`config.mk`:
```
export PLATFORM = sky130hd
export DESIGN_NAME = i2s_rx_stereo_flat
export DESIGN_NICKNAME = d
export VERILOG_FILES = /design/src/rtl/i2s_pkg.sv /design/src/rtl/i2s_rx_stereo_if.sv /design/src/rtl/i2s_frame_fifo.sv /design/src/rtl/i2s_rx_stereo.sv /design/src/flat_wrapper.sv
export SDC_FILE = /design/constraint.sdc
export NUM_CORES = 1
export LEC_CHECK = 0
export CAP_MARGIN = 0
export CORE_UTILIZATION = 35
export CTS_BUF_LIST = sky130_fd_sc_hd__clkbuf_8
export CTS_CLUSTER_DIAMETER = 120
export CTS_CLUSTER_SIZE = 20
export DETAILED_ROUTE_END_ITERATION = 16
export PLACE_DENSITY_LB_ADDON = 0.1
export SLEW_MARGIN = 10
export SYNTH_ARGS = -nofsm -noshare
export SYNTH_HDL_FRONTEND = slang
export SYNTH_SLANG_ARGS = --single-unit
```
`constraint.sdc`:
```
create_clock -name CLK -period 6.75 [get_ports CLK]
set_input_delay 1.35 -clock CLK [delete_from_list [all_inputs] [get_ports CLK]]
set_output_delay 1.35 -clock CLK [all_outputs]
set_load 0.02 [all_outputs]
```
`src/rtl/i2s_pkg.sv`:
```
// Shared constants and types for the stereo I2S receiver.
// Holds framing mode codes, slot FSM encoding and slot counter helpers.
package i2s_pkg;

    localparam logic I2S_MODE_PHILIPS = 1'b0;
    localparam logic I2S_MODE_LJ      = 1'b1;

    localparam int SLOT_CNT_W = 6;
    localparam logic [SLOT_CNT_W-1:0] SLOT_CNT_MAX = '1;

    typedef enum logic [1:0] {
        SEEK  = 2'd0,
        LEFT  = 2'd1,
        RIGHT = 2'd2
    } rx_state_t;

    // Slot bit counter increment that sticks at its maximum value.
    function automatic logic [SLOT_CNT_W-1:0] sat_inc(
        input logic [SLOT_CNT_W-1:0] c
    );
        return (c == SLOT_CNT_MAX) ? c : c + 1'b1;
    endfunction

endpackage

```
`src/rtl/i2s_rx_stereo_if.sv`:
```
// Frame delivery bus between the I2S receiver and the sample consumer.
// master: frame_left/right, frame_valid, fifo_level out; frame_ready in.
interface i2s_rx_stereo_if #(
    parameter int SAMPLE_WIDTH = 24,
    parameter int FIFO_DEPTH   = 4
);

    logic [SAMPLE_WIDTH-1:0]       frame_left;
    logic [SAMPLE_WIDTH-1:0]       frame_right;
    logic                          frame_valid;
    logic                          frame_ready;
    logic [$clog2(FIFO_DEPTH):0]   fifo_level;

    modport master (
        output frame_left,
        output frame_right,
        output frame_valid,
        output fifo_level,
        input  frame_ready
    );

    modport slave (
        input  frame_left,
        input  frame_right,
        input  frame_valid,
        input  fifo_level,
        output frame_ready
    );

endinterface

```
`src/rtl/i2s_frame_fifo.sv`:
```
// Synchronous frame FIFO holding packed {left, right} stereo frames.
// Ports: clk, rst, push, pop, wdata, rdata, level, full, empty.
module i2s_frame_fifo #(
    parameter int WIDTH = 48,
    parameter int DEPTH = 4
) (
    input  logic                      clk,
    input  logic                      rst,
    input  logic                      push,
    input  logic                      pop,
    input  logic [WIDTH-1:0]          wdata,
    output logic [WIDTH-1:0]          rdata,
    output logic [$clog2(DEPTH):0]    level,
    output logic                      full,
    output logic                      empty
);

    localparam int AW = $clog2(DEPTH);

    logic [WIDTH-1:0] mem [DEPTH];
    logic [AW-1:0]    wr_ptr;
    logic [AW-1:0]    rd_ptr;
    logic [AW:0]      level_q;
    logic             do_push;
    logic             do_pop;

    assign full  = (level_q == (AW+1)'(DEPTH));
    assign empty = (level_q == '0);
    assign level = level_q;
    assign rdata = mem[rd_ptr];

    // A pop in the same cycle frees the slot the push needs.
    assign do_pop  = pop && !empty;
    assign do_push = push && (!full || do_pop);

    always_ff @(posedge clk) begin
        if (rst) begin
            wr_ptr  <= '0;
            rd_ptr  <= '0;
            level_q <= '0;
            for (int i = 0; i < DEPTH; i++) begin
                mem[i] <= '0;
            end
        end else begin
            if (do_push) begin
                mem[wr_ptr] <= wdata;
                wr_ptr      <= wr_ptr + 1'b1;
            end
            if (do_pop) begin
                rd_ptr <= rd_ptr + 1'b1;
            end
            if (do_push && !do_pop) begin
                level_q <= level_q + 1'b1;
            end else if (do_pop && !do_push) begin
                level_q <= level_q - 1'b1;
            end
        end
    end

endmodule

```
`src/rtl/i2s_rx_stereo.sv`:
```
// Stereo I2S capture: pin synchronisers, slot deserialiser, L/R framing FSM
// and frame FIFO. Ports: CLK, RST, I2S_SCK/WS/SD pins, enable, mode, frame
// bus (master), slot_bits, locked, overflow.
module i2s_rx_stereo
    import i2s_pkg::*;
#(
    parameter int SAMPLE_WIDTH = 24,
    parameter int FIFO_DEPTH   = 4,
    parameter int SYNC_STAGES  = 2
) (
    input  logic                   CLK,
    input  logic                   RST,
    input  logic                   I2S_SCK,
    input  logic                   I2S_WS,
    input  logic                   I2S_SD,
    input  logic                   enable,
    input  logic                   mode,
    i2s_rx_stereo_if.master        frame,
    output logic [SLOT_CNT_W-1:0]  slot_bits,
    output logic                   locked,
    output logic                   overflow
);

    localparam int SW = SAMPLE_WIDTH;
    localparam logic [SW-1:0] TOP = {1'b1, {(SW-1){1'b0}}};

    logic [SYNC_STAGES-1:0] sck_sync;
    logic [SYNC_STAGES-1:0] ws_sync;
    logic [SYNC_STAGES-1:0] sd_sync;
    logic                   sck_d;
    logic                   sck_s;
    logic                   ws_s;
    logic                   sd_s;
    logic                   bit_evt;
    logic                   boundary;
    logic                   prev_ws;

    logic [SW-1:0]          sreg_q;
    logic [SW-1:0]          sreg_d;
    logic [SLOT_CNT_W-1:0]  cnt_q;
    logic [SLOT_CNT_W-1:0]  cnt_d;
    logic [SLOT_CNT_W-1:0]  cnt_inc;
    logic [SW-1:0]          mask;
    logic [SW-1:0]          with_bit;
    logic [SW-1:0]          end_val;
    logic [SLOT_CNT_W-1:0]  end_cnt;
    logic [SW-1:0]          left_q;

    rx_state_t              state_q;
    rx_state_t              state_d;
    logic                   commit;
    logic                   latch_left;
    logic                   lost;

    logic                   fifo_full;
    logic                   fifo_empty;
    logic                   pop;
    logic [2*SW-1:0]        fifo_rdata;

    assign sck_s = sck_sync[SYNC_STAGES-1];
    assign ws_s  = ws_sync[SYNC_STAGES-1];
    assign sd_s  = sd_sync[SYNC_STAGES-1];

    assign bit_evt  = sck_s && !sck_d;
    assign boundary = bit_evt && (ws_s != prev_ws);

    always_ff @(posedge CLK) begin
        if (RST) begin
            sck_sync <= '0;
            ws_sync  <= '0;
            sd_sync  <= '0;
            sck_d    <= 1'b0;
        end else begin
            sck_sync <= {sck_sync[SYNC_STAGES-2:0], I2S_SCK};
            ws_sync  <= {ws_sync[SYNC_STAGES-2:0], I2S_WS};
            sd_sync  <= {sd_sync[SYNC_STAGES-2:0], I2S_SD};
            sck_d    <= sck_s;
        end
    end

    // Bit n of a slot lands at position SW-1-n; beyond SW the mask is
    // zero, so extra bits fall away and short slots stay left-aligned.
    always_comb begin
        mask     = TOP >> cnt_q;
        with_bit = sd_s ? (sreg_q | mask) : sreg_q;
        cnt_inc  = sat_inc(cnt_q);
        end_val  = with_bit;
        end_cnt  = cnt_inc;
        sreg_d   = with_bit;
        cnt_d    = cnt_inc;
        if (boundary) begin
            if (mode == I2S_MODE_LJ) begin
                // Boundary bit opens the new slot as its MSB.
                end_val = sreg_q;
                end_cnt = cnt_q;
                sreg_d  = sd_s ? TOP : '0;
                cnt_d   = SLOT_CNT_W'(1);
            end else begin
                // Boundary bit closes the old slot as its LSB.
                sreg_d = '0;
                cnt_d  = '0;
            end
        end
    end

    always_ff @(posedge CLK) begin
        if (RST) begin
            state_q <= SEEK;
        end else begin
            state_q <= state_d;
        end
    end

    always_comb begin
        state_d    = state_q;
        commit     = 1'b0;
        latch_left = 1'b0;
        lost       = 1'b0;
        if (!enable) begin
            state_d = SEEK;
        end else begin
            unique case (state_q)
                SEEK: begin
                    if (boundary && !ws_s) begin
                        state_d = LEFT;
                    end
                end
                LEFT: begin
                    if (cnt_q == SLOT_CNT_MAX) begin
                        state_d = SEEK;
                        lost    = 1'b1;
                    end else if (boundary && ws_s) begin
                        latch_left = 1'b1;
                        state_d    = RIGHT;
                    end
                end
                RIGHT: begin
                    if (cnt_q == SLOT_CNT_MAX) begin
                        state_d = SEEK;
                        lost    = 1'b1;
                    end else if (boundary && !ws_s) begin
                        commit  = 1'b1;
                        state_d = LEFT;
                    end
                end
                default: state_d = SEEK;
            endcase
        end
    end

    always_ff @(posedge CLK) begin
        if (RST) begin
            prev_ws   <= 1'b0;
            sreg_q    <= '0;
            cnt_q     <= '0;
            left_q    <= '0;
            slot_bits <= '0;
            locked    <= 1'b0;
            overflow  <= 1'b0;
        end else begin
            if (bit_evt) begin
                prev_ws <= ws_s;
                sreg_q  <= sreg_d;
                cnt_q   <= cnt_d;
            end
            if (latch_left) begin
                left_q <= end_val;
            end
            if (commit) begin
                slot_bits <= end_cnt;
            end
            if (!enable || lost) begin
                locked <= 1'b0;
            end else if (commit) begin
                locked <= 1'b1;
            end
            if (!enable) begin
                overflow <= 1'b0;
            end else if (commit && fifo_full && !pop) begin
                overflow <= 1'b1;
            end
        end
    end

    assign pop = frame.frame_valid && frame.frame_ready;

    i2s_frame_fifo #(
        .WIDTH (2*SW),
        .DEPTH (FIFO_DEPTH)
    ) u_fifo (
        .clk   (CLK),
        .rst   (RST),
        .push  (commit),
        .pop   (pop),
        .wdata ({left_q, end_val}),
        .rdata (fifo_rdata),
        .level (frame.fifo_level),
        .full  (fifo_full),
        .empty (fifo_empty)
    );

    assign frame.frame_valid = !fifo_empty;
    assign frame.frame_left  = fifo_rdata[2*SW-1:SW];
    assign frame.frame_right = fifo_rdata[SW-1:0];

endmodule

```
`src/flat_wrapper.sv`:
```
// flat-port wrapper written by rule: the top's interface ports become plain ports
module i2s_rx_stereo_flat import i2s_pkg::*;
#(
    parameter int SAMPLE_WIDTH = 24,
    parameter int FIFO_DEPTH   = 4,
    parameter int SYNC_STAGES  = 2
)
  (CLK, RST, I2S_SCK, I2S_WS, I2S_SD, enable, mode, slot_bits, locked, overflow, frame_frame_left, frame_frame_right, frame_frame_valid, frame_fifo_level, frame_frame_ready);
  i2s_rx_stereo_if #(.SAMPLE_WIDTH(SAMPLE_WIDTH), .FIFO_DEPTH(FIFO_DEPTH)) frame_i ();
  input  logic CLK;
  input  logic RST;
  input  logic I2S_SCK;
  input  logic I2S_WS;
  input  logic I2S_SD;
  input  logic enable;
  input  logic mode;
  output logic [SLOT_CNT_W-1:0] slot_bits;
  output logic locked;
  output logic overflow;
  output wire logic [$bits(frame_i.frame_left)-1:0] frame_frame_left;
  output wire logic [$bits(frame_i.frame_right)-1:0] frame_frame_right;
  output wire logic [$bits(frame_i.frame_valid)-1:0] frame_frame_valid;
  output wire logic [$bits(frame_i.fifo_level)-1:0] frame_fifo_level;
  input wire logic [$bits(frame_i.frame_ready)-1:0] frame_frame_ready;
  assign frame_frame_left = frame_i.frame_left;
  assign frame_frame_right = frame_i.frame_right;
  assign frame_frame_valid = frame_i.frame_valid;
  assign frame_fifo_level = frame_i.fifo_level;
  assign frame_i.frame_ready = frame_frame_ready;
  i2s_rx_stereo #(.SAMPLE_WIDTH(SAMPLE_WIDTH), .FIFO_DEPTH(FIFO_DEPTH), .SYNC_STAGES(SYNC_STAGES)) u_core (.CLK(CLK), .RST(RST), .I2S_SCK(I2S_SCK), .I2S_WS(I2S_WS), .I2S_SD(I2S_SD), .enable(enable), .mode(mode), .frame(frame_i), .slot_bits(slot_bits), .locked(locked), .overflow(overflow));
endmodule
```
==> results.yml <==
synthesis:
  synth_area_leaders: "edfxtp_1, dfxtp_1, mux4_2, and2_1, nor2_1"
  yosysTopAreaCellShare_pct: 47.3
  synth_top_area_cell: "edfxtp_1"
  syn_inst: 884
  yosys.cell_count.top_type: "edfxtp_1"
  synth_top_flop_cell: "edfxtp_1"
  syn_nets: 904
  async_flop_share_pct: 0
  synth-seq-cells: 273
  seq_area_frac_synth_pct: 60.6
  syn_area_mm2: 0.0122
  synth_edf_count: 192
  yosysWarnings: 0
  netlist_top_cells_count: "edfxtp_1, nor2_1, dfxtp_1"
  syn_avg_cell_area_um2: 13.8
  yosysUniqueCellTypes: 64
drt:
  vias: 7063
  drt_iter0_drc: 393
  post_drt_wl_per_cell_um: 21.4
  drt-total-wl_um: 29600
  firstDrtPassIters: 5
  drc: 0
  ant_nets: 0
  vias_per_cell: 5.10
clocking:
  cts.htree.levels: 1
  clk-insertion-delay-late_ps: 560
  clock_path_buffers: 3
  cts_buffers: 17
  hold_buffers: 0
  clk_pin_slew_ps: 140
  clock_sinks: 273
  cts_root_buf: "clkbuf_8"
  postCtsSetupBuffers: 0
  cts_resized: 0
  cts_tree: "yes"
die:
  pin_count: 68
  coreArea_mm2: 0.0345
  die_w_um: 189
  die_h_um: 189
  dieArea_mm2: 0.0356
  num_rows: 68
  start_util_pct: 35.4
critical_path:
  reg2reg_from: "u_core.cnt_q[2]"
  crit_fanout: 25
  worst-r2r-cell-count: 5
  ff2ff_setup_slack_ps: 3300
  worstSetupPathType: "flip-flop to primary output"
  cp-end-kind: "primary output"
  r2r-end: "u_core.u_fifo.mem[0][11]"
  required_ps: 5400
  worstPathArrival_ps: 3040
  crit_path_start_kind: "flip-flop"
timing:
  holdWs_ps: 427
  fin_setup_tns_ps: 0
  finalMaxSlewViolations: 0
  fmax_mhz: 228
  fin_crit_ps: 4390
  fin_skew_ps: 24.0
  post-route-period-util_pct: 65.1
  rsz0062_at_grt: "no"
  finalSetupViolations: 0
  slew_headroom_pct: 19.5
  hold_violations: 0
  worst_pin_slew_ps: 1210
pwr:
  power_leakage_nw: 4.35
  peakVddDrop_mv: 0.114
  power.density_mw_per_mm2: 203
  total_power_mw: 2.75
grt:
  grt_pass1_wl_um: 46000
  grt_pass1_vias: 7274
  grt_antenna_before_repair: 0
  grt_use_total_pct: 17.0
  grt_max_degree: 53
  grt-ovfl-total: 0
place:
  io_buffer_count: 67
  gp_congestion: 0.752
  dp.final_hpwl_um: 17300
final_layout:
  area_growth_pct: 10.7
  final_nets: 936
  drive_above_1_share_pct: 15.6
  postLayoutCoreUtil_pct: 39.2
  fillers: 3295
min_path:
  hold_path_class: "flip-flop to flip-flop"
  holdPathEnd: "u_core.sd_sync[1]"
  hp-start: "u_core.sd_sync[0]"
  whs_path_depth: 1
run_status:
  status: "finished clean"
job:
  max_cap_viol_count: 0
==> per-layer routing <==
layer	track usage, %	wire length (um)	vias to the layer above
li1	-	-	3358
met1	24.4	14200	3575
met2	28.0	14000	108
met3	1.68	824	22
met4	3.35	525	0
met5	0	0	-
==> how the worst max path moves through the flow <==
stage	endpoint	cells past startpoint
detailed placement	u_core.u_fifo.mem[3][17]	6
global route	frame_frame_right[15]	3
floorplan	u_core.u_fifo.mem[1][0]	5
finish	frame_frame_right[15]	3
CTS	frame_frame_right[15]	3
global placement	u_core.u_fifo.mem[3][21]	6
==> layout make-up <==
class,instances,area (um2),area share [%]
clock inverter,13,57.6,0.426
inverter,12,45.0,0.334
timing repair buffer,79,761,5.63
antenna,3,7.51,0.0556
multi-input combinational,533,4430,32.8
sequential,273,7390,54.8
clock buffer,17,234,1.73
tap,455,569,4.22
==> cell usage in the layout (no fill, tap or decap), drive strengths merged, types with 3 or more instances in the layout <==
| cell | count |
|---|---|
| nor2 | 121 |
| nor3 | 7 |
| xor2 | 5 |
| a21oi | 50 |
| ha | 11 |
| a31oi | 38 |
| nand3b | 3 |
| mux4 | 48 |
| o21ai | 38 |
| and4 | 28 |
| buf | 12 |
| clkdlybuf4s50 | 67 |
| nand3 | 8 |
| edfxtp | 192 |
| nor2b | 13 |
| dfxtp | 81 |
| inv | 24 |
| a22oi | 4 |
| or3 | 3 |
| nor3b | 25 |
| diode | 3 |
| and2 | 76 |
| nand2 | 14 |
| clkbuf | 17 |
| o211ai | 3 |
| nand4 | 6 |
==> per-stage QoR <==
step	setup WS (ps)	cells	instance area [um2]
after floorplan	905	884	12200
after global placement	2350	1352	13200
after detailed placement	2300	1352	13200
after CTS	2190	1382	13500
after global routing	2110	1382	13500
final	2360	1385	13500
==> power by group <==
group | switching (mW) | internal (mW)
logic | 0.0754 | 0.0449
registers | 0.0138 | 1.83
clock network | 0.539 | 0.244
==> sequential cells by signal, summed over array words and instances (netlist names), named ones only <==
name                  flops
u_core.left_q            24
u_core.sck_sync           2
u_core.overflow           1
u_core.slot_bits          6
u_core.state_q            2
u_core.u_fifo.wr_ptr      2
u_core.cnt_q              6
u_core.u_fifo.level       3
u_core.locked             1
u_core.prev_ws            1
u_core.sreg_q            24
u_core.u_fifo.rd_ptr      2
u_core.ws_sync            2
u_core.sd_sync            2
u_core.sck_d              1
u_core.u_fifo.mem       192
==> worst max-delay path: stages (launching register included) <==
cell and delay (ps):
dfxtp_4 700, buf_4 570, mux4_2 620, clkdlybuf4s50_1 570
==> cells by family after synthesis <==
kind of cell | count (synthesis) | synth area share (%)
AND/OR/NAND/NOR | 317 | 16.2
XOR/XNOR | 6 | 0.492
AO/OA/AOI/OAI | 148 | 8.98
adder cells (fa/ha/maj) | 12 | 1.29
multiplexers | 50 | 9.04
buffers and inverters | 78 | 3.42
flip-flops | 273 | 60.6
Note: power is estimated with default switching activity, not from simulation.
